`src/rtl/irrigation_zone_scheduler_if.sv`:
```
// Sensor and actuator bundle of the irrigation zone scheduler.
//   high/middle/low  tank level marks, 1 = water present
//   soil_dry         per-zone soil sensors, 1 = needs water
//   air_dry/temp_hot weather sensors selecting drip over sprinkler
//   erro/alarm       invalid level combination / tank empty or invalid
//   inlet_valve      tank fill valve
//   sprinkler/drip   one-hot zone valve enables
//   seg/digit_n      multiplexed 4-digit display, segments {g..a} active-high,
//                    digit enables active-low
// The slave modport is the scheduler, the master modport is whatever drives
// the sensors and observes the actuators.
interface irrigation_zone_scheduler_if #(
    parameter int N_ZONES = 4
);
    logic               high;
    logic               middle;
    logic               low;
    logic [N_ZONES-1:0] soil_dry;
    logic               air_dry;
    logic               temp_hot;
    logic               erro;
    logic               alarm;
    logic               inlet_valve;
    logic [N_ZONES-1:0] sprinkler;
    logic [N_ZONES-1:0] drip;
    logic [6:0]         seg;
    logic [3:0]         digit_n;

    modport master (
        output high, middle, low, soil_dry, air_dry, temp_hot,
        input  erro, alarm, inlet_valve, sprinkler, drip, seg, digit_n
    );

    modport slave (
        input  high, middle, low, soil_dry, air_dry, temp_hot,
        output erro, alarm, inlet_valve, sprinkler, drip, seg, digit_n
    );
endinterface

```
`src/rtl/irrigation_zone_scheduler.sv`:
```
// Tank and irrigation controller: conditions the level/soil/weather sensors
// (2-flop synchroniser + per-bit debounce), validates the tank level, drives
// the inlet valve with hysteresis, serves one irrigation zone at a time in
// round-robin order with per-zone cooldowns, and scans a 4-digit display.
// Ports:
//   clk      system clock, rising edge
//   reset_n  asynchronous active-low reset
//   bus      sensors in / valves, alarm and display out (slave modport)
module irrigation_zone_scheduler #(
    parameter int N_ZONES     = 4,
    parameter int DEB_CYCLES  = 16,
    parameter int MAX_ON      = 1000,
    parameter int COOL_CYCLES = 200,
    parameter int SCAN_DIV    = 1000
) (
    input  logic                         clk,
    input  logic                         reset_n,
    irrigation_zone_scheduler_if.slave   bus
);
    localparam int NI = N_ZONES + 5;
    localparam int DW = $clog2(DEB_CYCLES);
    localparam int TW = (MAX_ON > 1) ? $clog2(MAX_ON) : 1;
    localparam int CW = (COOL_CYCLES > 0) ? $clog2(COOL_CYCLES + 1) : 1;
    localparam int SW = (SCAN_DIV > 1) ? $clog2(SCAN_DIV) : 1;
    localparam int ZW = (N_ZONES > 1) ? $clog2(N_ZONES) : 1;

    localparam logic [6:0] SEG_E     = 7'h79;
    localparam logic [6:0] SEG_DASH  = 7'h40;
    localparam logic [6:0] SEG_S     = 7'h6D;
    localparam logic [6:0] SEG_D     = 7'h5E;
    localparam logic [6:0] SEG_A     = 7'h77;
    localparam logic [6:0] SEG_BLANK = 7'h00;

    typedef enum logic [1:0] {IDLE, RUN, COOL} state_t;

    function automatic logic [6:0] seg_digit(input logic [3:0] v);
        case (v)
            4'd0:    return 7'h3F;
            4'd1:    return 7'h06;
            4'd2:    return 7'h5B;
            4'd3:    return 7'h4F;
            4'd4:    return 7'h66;
            4'd5:    return 7'h6D;
            4'd6:    return 7'h7D;
            4'd7:    return 7'h07;
            4'd8:    return 7'h7F;
            default: return 7'h00;
        endcase
    endfunction

    function automatic logic [ZW-1:0] rr_zone(input logic [ZW-1:0] base, input int k);
        return ZW'((int'(base) + k) % N_ZONES);
    endfunction

    logic [NI-1:0]              raw, sync1_q, sync2_q, filt_q, filt_d;
    logic [NI-1:0][DW-1:0]      deb_q, deb_d;
    logic                       h, m, l, ad, th;
    logic [N_ZONES-1:0]         sd;
    logic                       erro_q, erro_d, alarm_q, alarm_d, inlet_q, inlet_d;
    state_t                     state_q, state_d;
    logic [ZW-1:0]              zone_q, zone_d, ptr_q, ptr_d, pick;
    logic                       found, stop;
    logic [TW-1:0]              timer_q, timer_d;
    logic [N_ZONES-1:0]         spr_q, spr_d, drip_q, drip_d;
    logic [N_ZONES-1:0][CW-1:0] cool_q, cool_d;
    logic [SW-1:0]              scan_q, scan_d;
    logic [1:0]                 dig_q, dig_d;
    logic [6:0]                 seg_q, seg_d;
    logic [3:0]                 digit_n_q, digit_n_d;
    logic [3:0]                 level;

    assign raw = {bus.temp_hot, bus.air_dry, bus.soil_dry, bus.low, bus.middle, bus.high};
    assign h   = filt_q[0];
    assign m   = filt_q[1];
    assign l   = filt_q[2];
    assign sd  = filt_q[3 +: N_ZONES];
    assign ad  = filt_q[N_ZONES + 3];
    assign th  = filt_q[N_ZONES + 4];

    // A filtered bit flips only after DEB_CYCLES consecutive synchronised
    // samples disagree with it; any agreeing sample restarts the count.
    always_comb begin
        filt_d = filt_q;
        deb_d  = '0;
        for (int i = 0; i < NI; i++) begin
            if (sync2_q[i] != filt_q[i]) begin
                if (deb_q[i] == DW'(DEB_CYCLES - 1)) filt_d[i] = sync2_q[i];
                else                                 deb_d[i] = deb_q[i] + DW'(1);
            end
        end
    end

    always_comb begin
        erro_d  = (h & ~m) | (m & ~l) | (h & ~l);
        alarm_d = ~l | erro_d;
        inlet_d = inlet_q;
        if (h | erro_d)  inlet_d = 1'b0;
        else if (~m)     inlet_d = 1'b1;
    end

    // First dry, non-cooling zone at or above the pointer, wrapping around.
    always_comb begin
        found = 1'b0;
        pick  = '0;
        for (int k = 0; k < N_ZONES; k++) begin
            if (!found && sd[rr_zone(ptr_q, k)] && (cool_q[rr_zone(ptr_q, k)] == '0)) begin
                found = 1'b1;
                pick  = rr_zone(ptr_q, k);
            end
        end
    end

    always_comb begin
        state_d = state_q;
        zone_d  = zone_q;
        ptr_d   = ptr_q;
        timer_d = timer_q;
        spr_d   = spr_q;
        drip_d  = drip_q;
        stop    = 1'b0;
        case (state_q)
            IDLE: begin
                if (!alarm_q && found) begin
                    state_d = RUN;
                    zone_d  = pick;
                    timer_d = '0;
                    if (th | ad | ~m) drip_d = N_ZONES'(1) << pick;
                    else              spr_d  = N_ZONES'(1) << pick;
                end
            end
            RUN: begin
                if (!sd[zone_q] || (timer_q == TW'(MAX_ON - 1)) || alarm_q) begin
                    state_d = COOL;
                    spr_d   = '0;
                    drip_d  = '0;
                    stop    = 1'b1;
                    ptr_d   = (zone_q == ZW'(N_ZONES - 1)) ? '0 : zone_q + ZW'(1);
                end else begin
                    timer_d = timer_q + TW'(1);
                end
            end
            COOL:    state_d = IDLE;
            default: state_d = IDLE;
        endcase
    end

    always_comb begin
        for (int z = 0; z < N_ZONES; z++) begin
            if (stop && (zone_q == ZW'(z)))  cool_d[z] = CW'(COOL_CYCLES);
            else if (cool_q[z] != '0)        cool_d[z] = cool_q[z] - CW'(1);
            else                             cool_d[z] = '0;
        end
    end

    // Display content is taken from next-state values so the digit shown
    // after an edge matches the valves and flags visible after that edge.
    always_comb begin
        level = {3'b000, l} + {3'b000, m} + {3'b000, h};
        if (scan_q == SW'(SCAN_DIV - 1)) begin
            scan_d = '0;
            dig_d  = dig_q + 2'd1;
        end else begin
            scan_d = scan_q + SW'(1);
            dig_d  = dig_q;
        end
        case (dig_d)
            2'd0:    seg_d = erro_d ? SEG_E : seg_digit(level);
            2'd1:    seg_d = (state_d == IDLE) ? SEG_DASH : seg_digit(4'(zone_d) + 4'd1);
            2'd2:    seg_d = (|spr_d) ? SEG_S : ((|drip_d) ? SEG_D : SEG_DASH);
            default: seg_d = alarm_d ? SEG_A : SEG_BLANK;
        endcase
        digit_n_d = ~(4'b0001 << dig_d);
    end

    always_ff @(posedge clk or negedge reset_n) begin
        if (!reset_n) begin
            sync1_q   <= '0;
            sync2_q   <= '0;
            filt_q    <= '0;
            deb_q     <= '0;
            erro_q    <= 1'b0;
            alarm_q   <= 1'b0;
            inlet_q   <= 1'b0;
            state_q   <= IDLE;
            zone_q    <= '0;
            ptr_q     <= '0;
            timer_q   <= '0;
            spr_q     <= '0;
            drip_q    <= '0;
            cool_q    <= '0;
            scan_q    <= '0;
            dig_q     <= 2'd0;
            seg_q     <= 7'h00;
            digit_n_q <= 4'b1110;
        end else begin
            sync1_q   <= raw;
            sync2_q   <= sync1_q;
            filt_q    <= filt_d;
            deb_q     <= deb_d;
            erro_q    <= erro_d;
            alarm_q   <= alarm_d;
            inlet_q   <= inlet_d;
            state_q   <= state_d;
            zone_q    <= zone_d;
            ptr_q     <= ptr_d;
            timer_q   <= timer_d;
            spr_q     <= spr_d;
            drip_q    <= drip_d;
            cool_q    <= cool_d;
            scan_q    <= scan_d;
            dig_q     <= dig_d;
            seg_q     <= seg_d;
            digit_n_q <= digit_n_d;
        end
    end

    assign bus.erro        = erro_q;
    assign bus.alarm       = alarm_q;
    assign bus.inlet_valve = inlet_q;
    assign bus.sprinkler   = spr_q;
    assign bus.drip        = drip_q;
    assign bus.seg         = seg_q;
    assign bus.digit_n     = digit_n_q;
endmodule

```
`src/flat_wrapper.sv`:
```
// flat-port wrapper written by rule: the top's interface ports become plain ports
module irrigation_zone_scheduler_flat 
#(
    parameter int N_ZONES     = 4,
    parameter int DEB_CYCLES  = 16,
    parameter int MAX_ON      = 1000,
    parameter int COOL_CYCLES = 200,
    parameter int SCAN_DIV    = 1000
)
  (clk, reset_n, bus_high, bus_middle, bus_low, bus_soil_dry, bus_air_dry, bus_temp_hot, bus_erro, bus_alarm, bus_inlet_valve, bus_sprinkler, bus_drip, bus_seg, bus_digit_n);
  irrigation_zone_scheduler_if #(.N_ZONES(N_ZONES)) bus_i ();
  input  logic clk;
  input  logic reset_n;
  input wire logic [$bits(bus_i.high)-1:0] bus_high;
  input wire logic [$bits(bus_i.middle)-1:0] bus_middle;
  input wire logic [$bits(bus_i.low)-1:0] bus_low;
  input wire logic [$bits(bus_i.soil_dry)-1:0] bus_soil_dry;
  input wire logic [$bits(bus_i.air_dry)-1:0] bus_air_dry;
  input wire logic [$bits(bus_i.temp_hot)-1:0] bus_temp_hot;
  output wire logic [$bits(bus_i.erro)-1:0] bus_erro;
  output wire logic [$bits(bus_i.alarm)-1:0] bus_alarm;
  output wire logic [$bits(bus_i.inlet_valve)-1:0] bus_inlet_valve;
  output wire logic [$bits(bus_i.sprinkler)-1:0] bus_sprinkler;
  output wire logic [$bits(bus_i.drip)-1:0] bus_drip;
  output wire logic [$bits(bus_i.seg)-1:0] bus_seg;
  output wire logic [$bits(bus_i.digit_n)-1:0] bus_digit_n;
  assign bus_i.high = bus_high;
  assign bus_i.middle = bus_middle;
  assign bus_i.low = bus_low;
  assign bus_i.soil_dry = bus_soil_dry;
  assign bus_i.air_dry = bus_air_dry;
  assign bus_i.temp_hot = bus_temp_hot;
  assign bus_erro = bus_i.erro;
  assign bus_alarm = bus_i.alarm;
  assign bus_inlet_valve = bus_i.inlet_valve;
  assign bus_sprinkler = bus_i.sprinkler;
  assign bus_drip = bus_i.drip;
  assign bus_seg = bus_i.seg;
  assign bus_digit_n = bus_i.digit_n;
  irrigation_zone_scheduler #(.N_ZONES(N_ZONES), .DEB_CYCLES(DEB_CYCLES), .MAX_ON(MAX_ON), .COOL_CYCLES(COOL_CYCLES), .SCAN_DIV(SCAN_DIV)) u_core (.clk(clk), .reset_n(reset_n), .bus(bus_i));
endmodule
```
`config.mk`:
```
export PLATFORM = sky130hd
export DESIGN_NAME = irrigation_zone_scheduler_flat
export DESIGN_NICKNAME = d
export VERILOG_FILES = /design/src/rtl/irrigation_zone_scheduler_if.sv /design/src/rtl/irrigation_zone_scheduler.sv /design/src/flat_wrapper.sv
export SDC_FILE = /design/constraint.sdc
export NUM_CORES = 1
export LEC_CHECK = 0
export CAP_MARGIN = 20
export CORE_ASPECT_RATIO = 0.9
export CORE_MARGIN = 4
export CORE_UTILIZATION = 44
export CTS_BUF_LIST = sky130_fd_sc_hd__clkbuf_4
export DETAILED_ROUTE_END_ITERATION = 6
export PLACE_DENSITY = 0.59
export SLEW_MARGIN = 15
export SYNTH_ARGS = -nofsm -noshare
export SYNTH_HDL_FRONTEND = slang
export SYNTH_SLANG_ARGS = --single-unit
export TNS_END_PERCENT = 50
```
`constraint.sdc`:
```
create_clock -name clk -period 6.3 [get_ports clk]
set_input_delay 1.26 -clock clk [delete_from_list [all_inputs] [get_ports clk]]
set_output_delay 1.26 -clock clk [all_outputs]
set_load 0.05 [all_outputs]
```
==> impl_metrics.ini, run 1 <==
[timing]
clock.fmax_ghz = 0.321
finalHoldWorstSlack_ns = 0.359
setup-tns-final_ns = 0
period_share = 0.495
post-route-min-period_ns = 3.12
setup_viol_count_final = 0
fin_skew_ns = 0.0185
final-max-slew-violation-count = 0
tightest_slew_ns = 0.759
hold_viol = 0
slew_headroom = 0.494
rsz0062_at_grt = no

[placed_design]
dp_hpwl_um = 9170
finalWeightedCongestion = 0.790
io_buffers = 32

[global_routing]
grtUsageTotal = 0.156
grt_pass1_wl_um = 22200
grt-ovfl-total = 0
grt_pass1_vias = 4663
antenna_found_initial = 0
grt_max_degree = 86

[cells_and_area]
layout-drive-gt1-share = 0.0870
antennaDiodeCount = 0
seq_area_sq_um = 3630
fin_nets = 712
fill_cells = 1349
area_delta_synth_final_pct = 11.9
layout_commonest_cell = dfrtp_1
multiInputGateArea_sq_um = 2920
final_cell_mix = 142 x dfrtp_1, 62 x nor2_1, 43 x o21ai_0

[synth]
synth-edff-count = 0
synth_area_leaders = dfrtp_1 53%, ha_1 6.5%, xnor2_1 4.7%
syn_area_sq_um = 6720
syn_inst = 620
syn-num-nets = 667
synth-main-ff-cell = dfrtp_1
yosys_warnings = 0
synthArstFlopShare = 1.00
avgSynthCellArea_sq_um = 10.8
yosys_register_bits = 145
synth_seq_area_share = 0.540
synth_cell_types = 54
synth_top_area_share = 0.529
synth_top_area_cell = dfrtp_1

[pwr]
pwr_density_cell_nw_per_um2 = 228
leakage_nw = 3.44
max-vdd-ir-drop_mv = 0.138
total_power_mw = 1.72

[critical_path]
cp_top_family = buffers and inverters
critPathLaunchType = register
end_kind = output pin
arrival_ns = 1.86
cp.required_ns = 5.04
r2r_end = u_core.bus.seg[6]
reg2reg_depth = 7
r2r_start = u_core.cool_q[20]
crit_fanout = 1
cp.buffers_inverters = 1
worst-path-stages = 1
crit_path_top_delay_cell = clkdlybuf4s50_1
r2r_slack_ns = 3.65
cpPeakStageDelay_ns = 0.79
critPathKind = reg -> out
cp_cell_sequence = clkdlybuf4s50_1

[cts]
cts_num_sinks = 145
post_cts_buffers = 0
ctsRootBufferMaster = clkbuf_4
clock_latency_ns = 0.53
ctsResizeCount = 0
cts_max_level = 4
clk_pin_slew_ns = 0.12
cts_buffers = 17
cts_buffer_depth = 2
holdBufCountCts = 0
cts_tree = done

[drt]
routed.top_layer = met4
route.vias.total = 4668
wl_met2_um = 5980
antenna_left = 0
drtPass1Iterations = 4
via_per_inst = 5.33
met1Wirelength_um = 6200
drc = 0
wl_per_cell_um = 14.8
drt_wl_total_um = 12900
first_iter_violations = 292
wl_met3_um = 486

[die]
die_x_um = 138
core_area_sq_um = 14800
die_y_um = 125
io_pins = 33
start_util = 0.454
dieArea_sq_um = 17300
rows = 42

[worst_hold_path]
min_path_type = reg -> reg
min_path_cells = 0
hold_end = u_core.sync2_q[4]
hold_start = u_core.sync1_q[4]

[job]
drv_cap = 0

[outcome]
outcome = completed
[layer usage]
layer	up-vias	GRT usage
met5	-	0
met4	0	0.0564
met3	22	0.0531
met2	84	0.240
met1	2309	0.208
li1	2253	-
[sequential cells by signal, summed over array words and instances (netlist names)]
name and cells:
u_core.deb_q 36, u_core.cool_q 32, u_core.scan_q 10, u_core.timer_q 10, u_core.filt_q 9, u_core.sync1_q 9
u_core.sync2_q 9, u_core.bus.seg 7, u_core.bus.digit_n 4, u_core.bus.drip 4, u_core.bus.sprinkler 4, u_core.dig_q 2
u_core.ptr_q 2, u_core.state_q 2, u_core.zone_q 2, u_core.bus.alarm 1, u_core.bus.erro 1, u_core.bus.inlet_valve 1
[Yosys cell counts, types with 2 or more instances]
master    count
dfstp_2       3
nand2_1      37
a22oi_1       2
ha_1         35
a21oi_1      36
nor2b_1      13
nand3b_1      3
o21ai_0      43
mux2_2        9
o31a_1        3
nand3_1      31
clkbuf_1      3
o41ai_1       2
nor2_1       62
and3_1       13
nand4_1       6
nor4_2        3
a21o_1        8
nand4b_1     10
xor2_1       16
xnor2_1      36
o41a_1        2
buf_2         2
o22ai_1       2
nor3b_1      10
nor4_1        7
o211ai_1      3
buf_6         2
or3_1         5
inv_1        34
o31ai_1       2
nor3_1        9
dfrtp_1     142
nand2b_1      6
[cells by family after synthesis]
logic type,Yosys count,share of synthesized area
AND/OR/NAND/NOR,222,0.174
flip-flops,145,0.540
AO/OA/AOI/OAI,112,0.103
XOR/XNOR,52,0.0677
buffers and inverters,42,0.0261
adder cells (fa/ha/maj),36,0.0681
multiplexers,11,0.0207
[worst max path at each step]
stage	slack, ns	startpoint	to
floorplan	3.98	u_core.cool_q[10]	u_core.bus.seg[6]
finish	3.18	u_core.bus.digit_n[2]	bus_digit_n[2]
global route	3.08	u_core.bus.digit_n[3]	bus_digit_n[3]
CTS	3.11	u_core.bus.digit_n[2]	bus_digit_n[2]
global placement	3.64	reset_n	u_core.deb_q[34]
detailed placement	3.61	reset_n	u_core.deb_q[34]
[where the power goes]
group	switching, mW	internal [mW]
registers	0.0467	0.977
logic	0.0735	0.0616
clock network	0.320	0.237
total	0.440	1.28
[final cells by class]
| class | instances | share of cell area |
|---|---|---|
| clock buffer | 19 | 0.0190 |
| multi-input combinational | 433 | 0.388 |
| inverter | 34 | 0.0170 |
| timing repair buffer | 34 | 0.0447 |
| clock inverter | 13 | 0.0160 |
| sequential | 145 | 0.483 |
| tap | 198 | 0.0329 |
[stage by stage]
| stage | worst slack, ns | instances | utilization | area, sq um |
|---|---|---|---|---|
| finish | 3.18 | 876 | 0.508 | 7520 |
| global route | 3.08 | 876 | 0.508 | 7520 |
| CTS | 3.11 | 876 | 0.508 | 7520 |
| detailed placement | 3.61 | 844 | 0.490 | 7260 |
| global placement | 3.64 | 844 | 0.490 | 7260 |
| floorplan | 3.98 | 620 | - | 6720 |
(Power assumes the default switching activity.)
==> run 2, diff against run 1 <==
Settings changed: PLACE_DENSITY 0.59 to 0.62.
Clock period 6.3 ns to 2.75 ns, I/O delays scaled along.
==> impl_metrics.ini, run 2 (synthesis gave the netlist of run 1 again) <==
[outcome]
outcome = completed

[cells_and_area]
top_register = u_core.deb_q
fin_cells = 886
final_cell_mix = 142 x dfrtp_1, 62 x nor2_1, 43 x o21ai_0
top_regs = u_core.deb_q (36), u_core.cool_q (32)
area_delta_synth_final_pct = 15.0
postLayoutCellArea_sq_um = 7730
largest_reg_flops = 36
layout_commonest_cell = dfrtp_1
layout-drive-gt1-share = 0.105
fin_nets = 721

[global_routing]
grt_pass1_wl_um = 22000
grt_use_met3 = 0.0473
antenna_found_initial = 0
top_usage_layer = met2
met1_usage = 0.207
grt_max_degree = 51
grt_pass1_vias = 4700
grtUsageTotal = 0.155
grt-ovfl-total = 0
use_met2 = 0.244

[placed_design]
finalWeightedCongestion = 0.859
io_buffers = 32
placed_area_sq_um = 7330
pre_cts_ws_ns = 0.146
dp_hpwl_um = 9090
placed_cells = 852

[cts]
cts_max_level = 4
clock_latency_ns = 0.56
cts_tree = done
clk_pin_slew_ns = 0.12
cts_num_sinks = 145
cts_buffers = 17
ctsRootBufferMaster = clkbuf_4
cts_buffer_depth = 2

[critical_path]
critPathKind = reg -> reg
arrival_ns = 3.05
cp.required_ns = 3.25
crit_fanout = 6
r2r_start = u_core.cool_q[16]
critPathLaunchType = register
end_kind = register
startpoint = u_core.cool_q[16]

[timing]
period_share = 0.927
hold_viol = 0
rsz0062_at_grt = no
post-route-min-period_ns = 2.55
slew_headroom = 0.607
clock.fmax_ghz = 0.392
setup_viol_count_final = 0
fin_skew_ns = 0.0240
setup-tns-final_ns = 0
finalWorstSetupSlack_ns = 0.200
tightest_slew_ns = 0.585
final-max-slew-violation-count = 0

[die]
die_x_um = 138
dieArea_sq_um = 17300
rows = 42
core_area_sq_um = 14800
start_util = 0.454
die_y_um = 125
io_pins = 33

[drt]
first_iter_violations = 243
antenna_left = 0
drc = 0
drt_wl_total_um = 12800
via_per_inst = 5.24
wl_per_cell_um = 14.5
drtPass1Iterations = 5
route.vias.total = 4643

[worst_hold_path]
hold_start = u_core.sync1_q[3]
min_path_type = reg -> reg

[pwr]
pwr_density_cell_nw_per_um2 = 554
max-vdd-ir-drop_mv = 0.446
leakage_nw = 3.54

[job]
drv_cap = 0
## run 2: report_power, final
group	internal (mW)	switching [mW]	total, mW
registers	2.24	0.113	2.35
clock network	0.834	0.776	1.61
logic	0.150	0.169	0.320
total	3.22	1.06	4.28
## run 2: worst paths after layout
check | endpoint | slack (ns) | cells past startpoint
min | u_core.sync2_q[3] | 0.36 | 0
min in group asynchronous | u_core.deb_q[13] | 0.49 | 2
max reg2reg | u_core.bus.seg[6] | 0.20 | 7
max in group asynchronous | u_core.deb_q[35] | 1.54 | 3
max | u_core.bus.seg[6] | 0.20 | 7
min reg2reg | u_core.sync2_q[3] | 0.36 | 0
## run 2: layout make-up
class,instances,area (sq um)
fill,1354,7090
antenna,1,2.50
clock buffer,19,143
timing repair buffer,43,419
sequential,145,3630
multi-input combinational,433,2950
clock inverter,13,209
tap,198,248
inverter,34,128
## run 2: metrics by stage
stage / utilization / hold slack [ns] / total power [mW]
after floorplan: - / 0.254 / 2.57
after global placement: 0.495 / 0.334 / 2.68
after detailed placement: 0.495 / 0.336 / 2.70
after CTS: 0.519 / 0.365 / 4.32
after global routing: 0.522 / 0.335 / 4.51
final: 0.522 / 0.361 / 4.28
## run 2: worst max-delay path, cell delays in order (launching register included)
cell	delay, ns
dfrtp_1	0.45
nor4_4	0.40
and3_1	0.39
o41ai_2	0.19
o41a_1	0.48
ha_1	0.21
a221oi_1	0.26
a21o_1	0.11
## run 2: metal layers
| layer | up-vias | share of wire |
|---|---|---|
| met5 | - | 0 |
| li1 | 2280 | - |
| met3 | 23 | 0.041 |
| met4 | 0 | 0.015 |
| met2 | 95 | 0.46 |
| met1 | 2245 | 0.49 |
## run 2: what timing repair did
action / 4_1_cts / 5_1_grt
hold buffers: 1 / 0
buffers inserted: 0 / 0
resized for setup: 0 / 5
hold endpoints to repair: 45 / 0
endpoints found under the setup margin: 0 / 3
